$ cat src/rtl/tdm_mux4.sv
// Four-channel 1-bit TDM transmitter: snapshots d0..d3 per frame, holds each slot SLOT_CYCLES clocks.
// First slot appears 1 clock after en is sampled; no backpressure, frames always run to completion.
module tdm_mux4 #(
  parameter int SLOT_CYCLES = 4
) (
  input  logic clk,
  input  logic rst,
  input  logic en,
  input  logic d0,
  input  logic d1,
  input  logic d2,
  input  logic d3,
  output logic z,
  output logic s0,
  output logic s1,
  output logic frame,
  output logic busy
);

  localparam int CNT_W = (SLOT_CYCLES > 1) ? $clog2(SLOT_CYCLES) : 1;
  localparam logic [CNT_W-1:0] CNT_MAX = CNT_W'(SLOT_CYCLES - 1);

  typedef enum logic {IDLE, RUN} state_t;

  state_t           state;
  logic [3:0]       snap;
  logic [1:0]       slot;
  logic [1:0]       slot_nxt;
  logic [CNT_W-1:0] cnt;

  assign slot_nxt = slot + 2'd1;

  always_ff @(posedge clk) begin
    if (rst) begin
      state <= IDLE;
      snap  <= 4'b0000;
      slot  <= 2'd0;
      cnt   <= '0;
      z     <= 1'b0;
      s1    <= 1'b0;
      s0    <= 1'b0;
      frame <= 1'b0;
      busy  <= 1'b0;
    end else begin
      frame <= 1'b0;
      case (state)
        IDLE: begin
          if (en) begin
            state     <= RUN;
            snap      <= {d3, d2, d1, d0};
            slot      <= 2'd0;
            cnt       <= '0;
            z         <= d0;
            {s1, s0}  <= 2'b00;
            frame     <= 1'b1;
            busy      <= 1'b1;
          end else begin
            z         <= 1'b0;
            {s1, s0}  <= 2'b00;
            busy      <= 1'b0;
          end
        end
        RUN: begin
          if (cnt != CNT_MAX) begin
            cnt <= cnt + 1'b1;
          end else begin
            cnt <= '0;
            if (slot != 2'd3) begin
              // data and select move on the same edge so the far end never sees skew
              slot      <= slot_nxt;
              z         <= snap[slot_nxt];
              {s1, s0}  <= slot_nxt;
            end else if (en) begin
              snap      <= {d3, d2, d1, d0};
              slot      <= 2'd0;
              z         <= d0;
              {s1, s0}  <= 2'b00;
              frame     <= 1'b1;
            end else begin
              state     <= IDLE;
              slot      <= 2'd0;
              z         <= 1'b0;
              {s1, s0}  <= 2'b00;
              busy      <= 1'b0;
            end
          end
        end
        default: state <= IDLE;
      endcase
    end
  end

endmodule

$ cat config.mk
export PLATFORM = sky130hd
export DESIGN_NAME = tdm_mux4
export DESIGN_NICKNAME = d
export VERILOG_FILES = /design/src/rtl/tdm_mux4.sv
export SDC_FILE = /design/constraint.sdc
export NUM_CORES = 1
export LEC_CHECK = 0
export ABC_CLOCK_PERIOD_IN_PS = 2200
export BUFFER_PORTS_ARGS = -buffer_cell sky130_fd_sc_hd__clkbuf_2
export CORE_UTILIZATION = 25
export DETAILED_ROUTE_END_ITERATION = 10
export MAX_ROUTING_LAYER = met4
export PLACE_DENSITY = 0.4
export SKIP_CTS_REPAIR_TIMING = 1
export SLEW_MARGIN = 20
export SYNTH_ARGS = -nofsm -noshare
export SYNTH_HDL_FRONTEND = slang
export SYNTH_SLANG_ARGS = --single-unit
$ cat constraint.sdc
create_clock -name clk -period 2.2 [get_ports clk]
set_input_delay 0.11 -clock clk [delete_from_list [all_inputs] [get_ports clk]]
set_output_delay 0.11 -clock clk [all_outputs]
set_load 0.02 [all_outputs]
==> results.md <==
* DRT Pass-1 Iters at 2
* Arrival time worst endpoint at approximately 1.8 ns
* Crit Path Category: reg2reg
* CP max stage cell: mux4_2
* N_diodes at 0
* Row cnt at 17
* P&R area growth vs syn at 16.8%
* Warnings from Yosys at 0
* Nets at 88
* DR WL/cell at between 10 and 15 um
* Layout Cells excl Fill at 105
* Met2 wire length at approximately 480 um
* Share of layout cells above drive strength 1 at 23.4%
* Status: complete, no violations
* Synth top area cells: dfxtp_1, mux2i_1, nand2b_1
* VDD IR max at 0.340 mV
* DP HPWL at just under 900 um
* Worst Path Buf+Inv at 0
* Vias per Instance at around 4.5
* Tot GR Track Use at about 11%
* Clock Skew at about 0.005 ns
* First-pass GRT wire length at between 2000 and 2500 um
* CP delay by family, top: multiplexers
* Register area share after synthesis at a little over two fifths
* Top-area cell type share of the netlist area at roughly 44%
* Ports at 12
* Slowest stage delay, CP at 0.50 ns
* Routed length on met1 at approximately 620 um
* Hold WC Path Type: in2reg
* DP Cell Count at 101
* Syn_nets at 76
* Met3 wire length at around 64 um
* Setup crit start kind: flip-flop
* ANT nets after route at 0
* Post-synth EDFFs at 0
* Total congestion overflow at 0
* Period utilisation layout at roughly three quarters
* RSZ-0062 raised after global routing: no
* DR top layer: met4
* CTS tree: done
* FMAX at around 0.62 GHz
* Die height at approximately 53 um
* Syn Inst Count at 66
* Full die area at ~0.0028 mm^2
* Max-Cap Viols at 0
* Starting Density at roughly 28%
* Clock sink count at 14
* Vias in the first global route at 455
* CP Capture Type: flip-flop
* Largest net degree at the start of global routing at 18
* Final Critical Period at around 1.6 ns
* Via count at ~470
* Syn Area/Cell at roughly 9.7 um^2
* Skew-Pair Late Insertion Delay at ~0.28 ns
* Final Hold Fails at 0
* Core area at about 0.0023 mm^2
* Synthesized area at between 600 and 700 um^2
* Critical path fanouts, max at 4
* Setup TNS at 0 ns
* Final setup viols at 0
* Num CTS Buffers at 3
* Die X at approximately 53 um
* Yosys cell types at 21
* DRC at 0
* Pwr Total at about 0.51 mW
* Reg clk slew, reported paths at around 0.09 ns
* Ys flop type: dfxtp_1
* Max-slew violations at 0
* Asr flop ratio synth at 0%
* CP required at about 2.4 ns
* Worst Tran Pin Value at between 0.4 and 0.5 ns
* CP cell instances: ha_1 > mux4_2 > nor3_1 > a2111oi_2
* Final wirelength at 1200 um
* Drt first-iter violations at 5
* Root Driver: clkbuf_4
* Initial antenna violation count at 0
* Final Wtd Congestion at about 0.72
* Max-slew headroom at 69.0%
* Leading area contributor after synthesis: dfxtp_1
* Lkg Pwr at just over 0.3 nW
* # port buffers at 11
* Fillers at between 200 and 250
* Util after Layout at between 30% and 40%
* Register bit total from synthesis at 14
* PwrDens at between 600 and 700 mW/mm^2
* CTS max path bufs at 2
* Htree depth at 1
-- synthesized netlist by cell type, types with 2 or more instances --
cell	instances
ha_1	3
nor2_1	8
nor3b_1	2
nor2b_1	3
nand2b_1	9
inv_1	2
mux2i_1	7
buf_2	2
nor3_1	3
a21oi_1	3
dfxtp_1	14
-- metal layers --
metal / global-route usage [%] / vias to the layer above
li1: - / 247
met1: 12.9 / 205
met2: 15.0 / 11
met3: 5.51 / 5
met4: 7.89 / 0
met5: - / -
-- worst min-delay path, cell delays in order --
cell and delay (ns):
clkbuf_2 0.08, nand2b_1 0.05, mux2i_1 0.06
-- cells in the final DEF (no fill, tap or decap), drive strengths merged --
| cell | instances |
|---|---|
| ha | 3 |
| nand2b | 9 |
| nor2 | 8 |
| a211oi | 1 |
| a2111oi | 1 |
| inv | 2 |
| nor3 | 3 |
| clkbuf | 15 |
| o21ai | 1 |
| mux4 | 1 |
| mux2i | 7 |
| nand2 | 1 |
| nor2b | 3 |
| a21oi | 3 |
| nand3 | 1 |
| a21boi | 2 |
| dfxtp | 14 |
| nor3b | 2 |
-- sequential cells by signal, indices dropped and copies added, names as in the netlist --
name and cells:
slot 2, s1 1, busy 1, snap 4, frame 1, s0 1, state 1, cnt 2
z 1
-- per-stage QoR --
step                hold WS, ns  worst slack, ns  instance area [um^2]
CTS                      0.0505            0.564                   749
floorplan                 0.231            0.656                   642
detailed placement        0.369            0.580                   713
global route             0.0633            0.469                   749
global placement          0.356            0.616                   713
finish                   0.0564            0.575                   749
-- layout make-up --
class	count	area, um^2	area share (%)
clock buffers	4	36.3	4.84
multi-input cells	46	335	44.7
flip-flops and latches	14	280	37.4
well taps	28	35.0	4.67
repair buffers	11	55.1	7.35
inverters	2	7.51	1.00
-- where the power goes --
group / internal (mW) / switching [mW]
logic: 0.0251 / 0.0284
registers: 0.265 / 0.00852
clock network: 0.101 / 0.0845
total: 0.391 / 0.121
-- worst paths after layout --
kind         slack (ns)      end     from  depth (start not counted)
max                0.57        z  slot[0]                          4
min                0.06  snap[1]       d1                          3
max reg2reg        0.57        z  slot[0]                          4
min reg2reg        0.48        z        z                          2
-- logic make-up (layout without fill, tap and decap cells) --
kind of cell,Yosys count,after routing,share of synthesized area [%]
buf+inv,6,17,4.09
compound gates,8,8,9.55
flops,14,14,43.7
simple gates,27,27,22.4
fa+ha+maj,3,3,5.85
mux,8,8,14.4
Note: power is estimated with default switching activity, not from simulation.
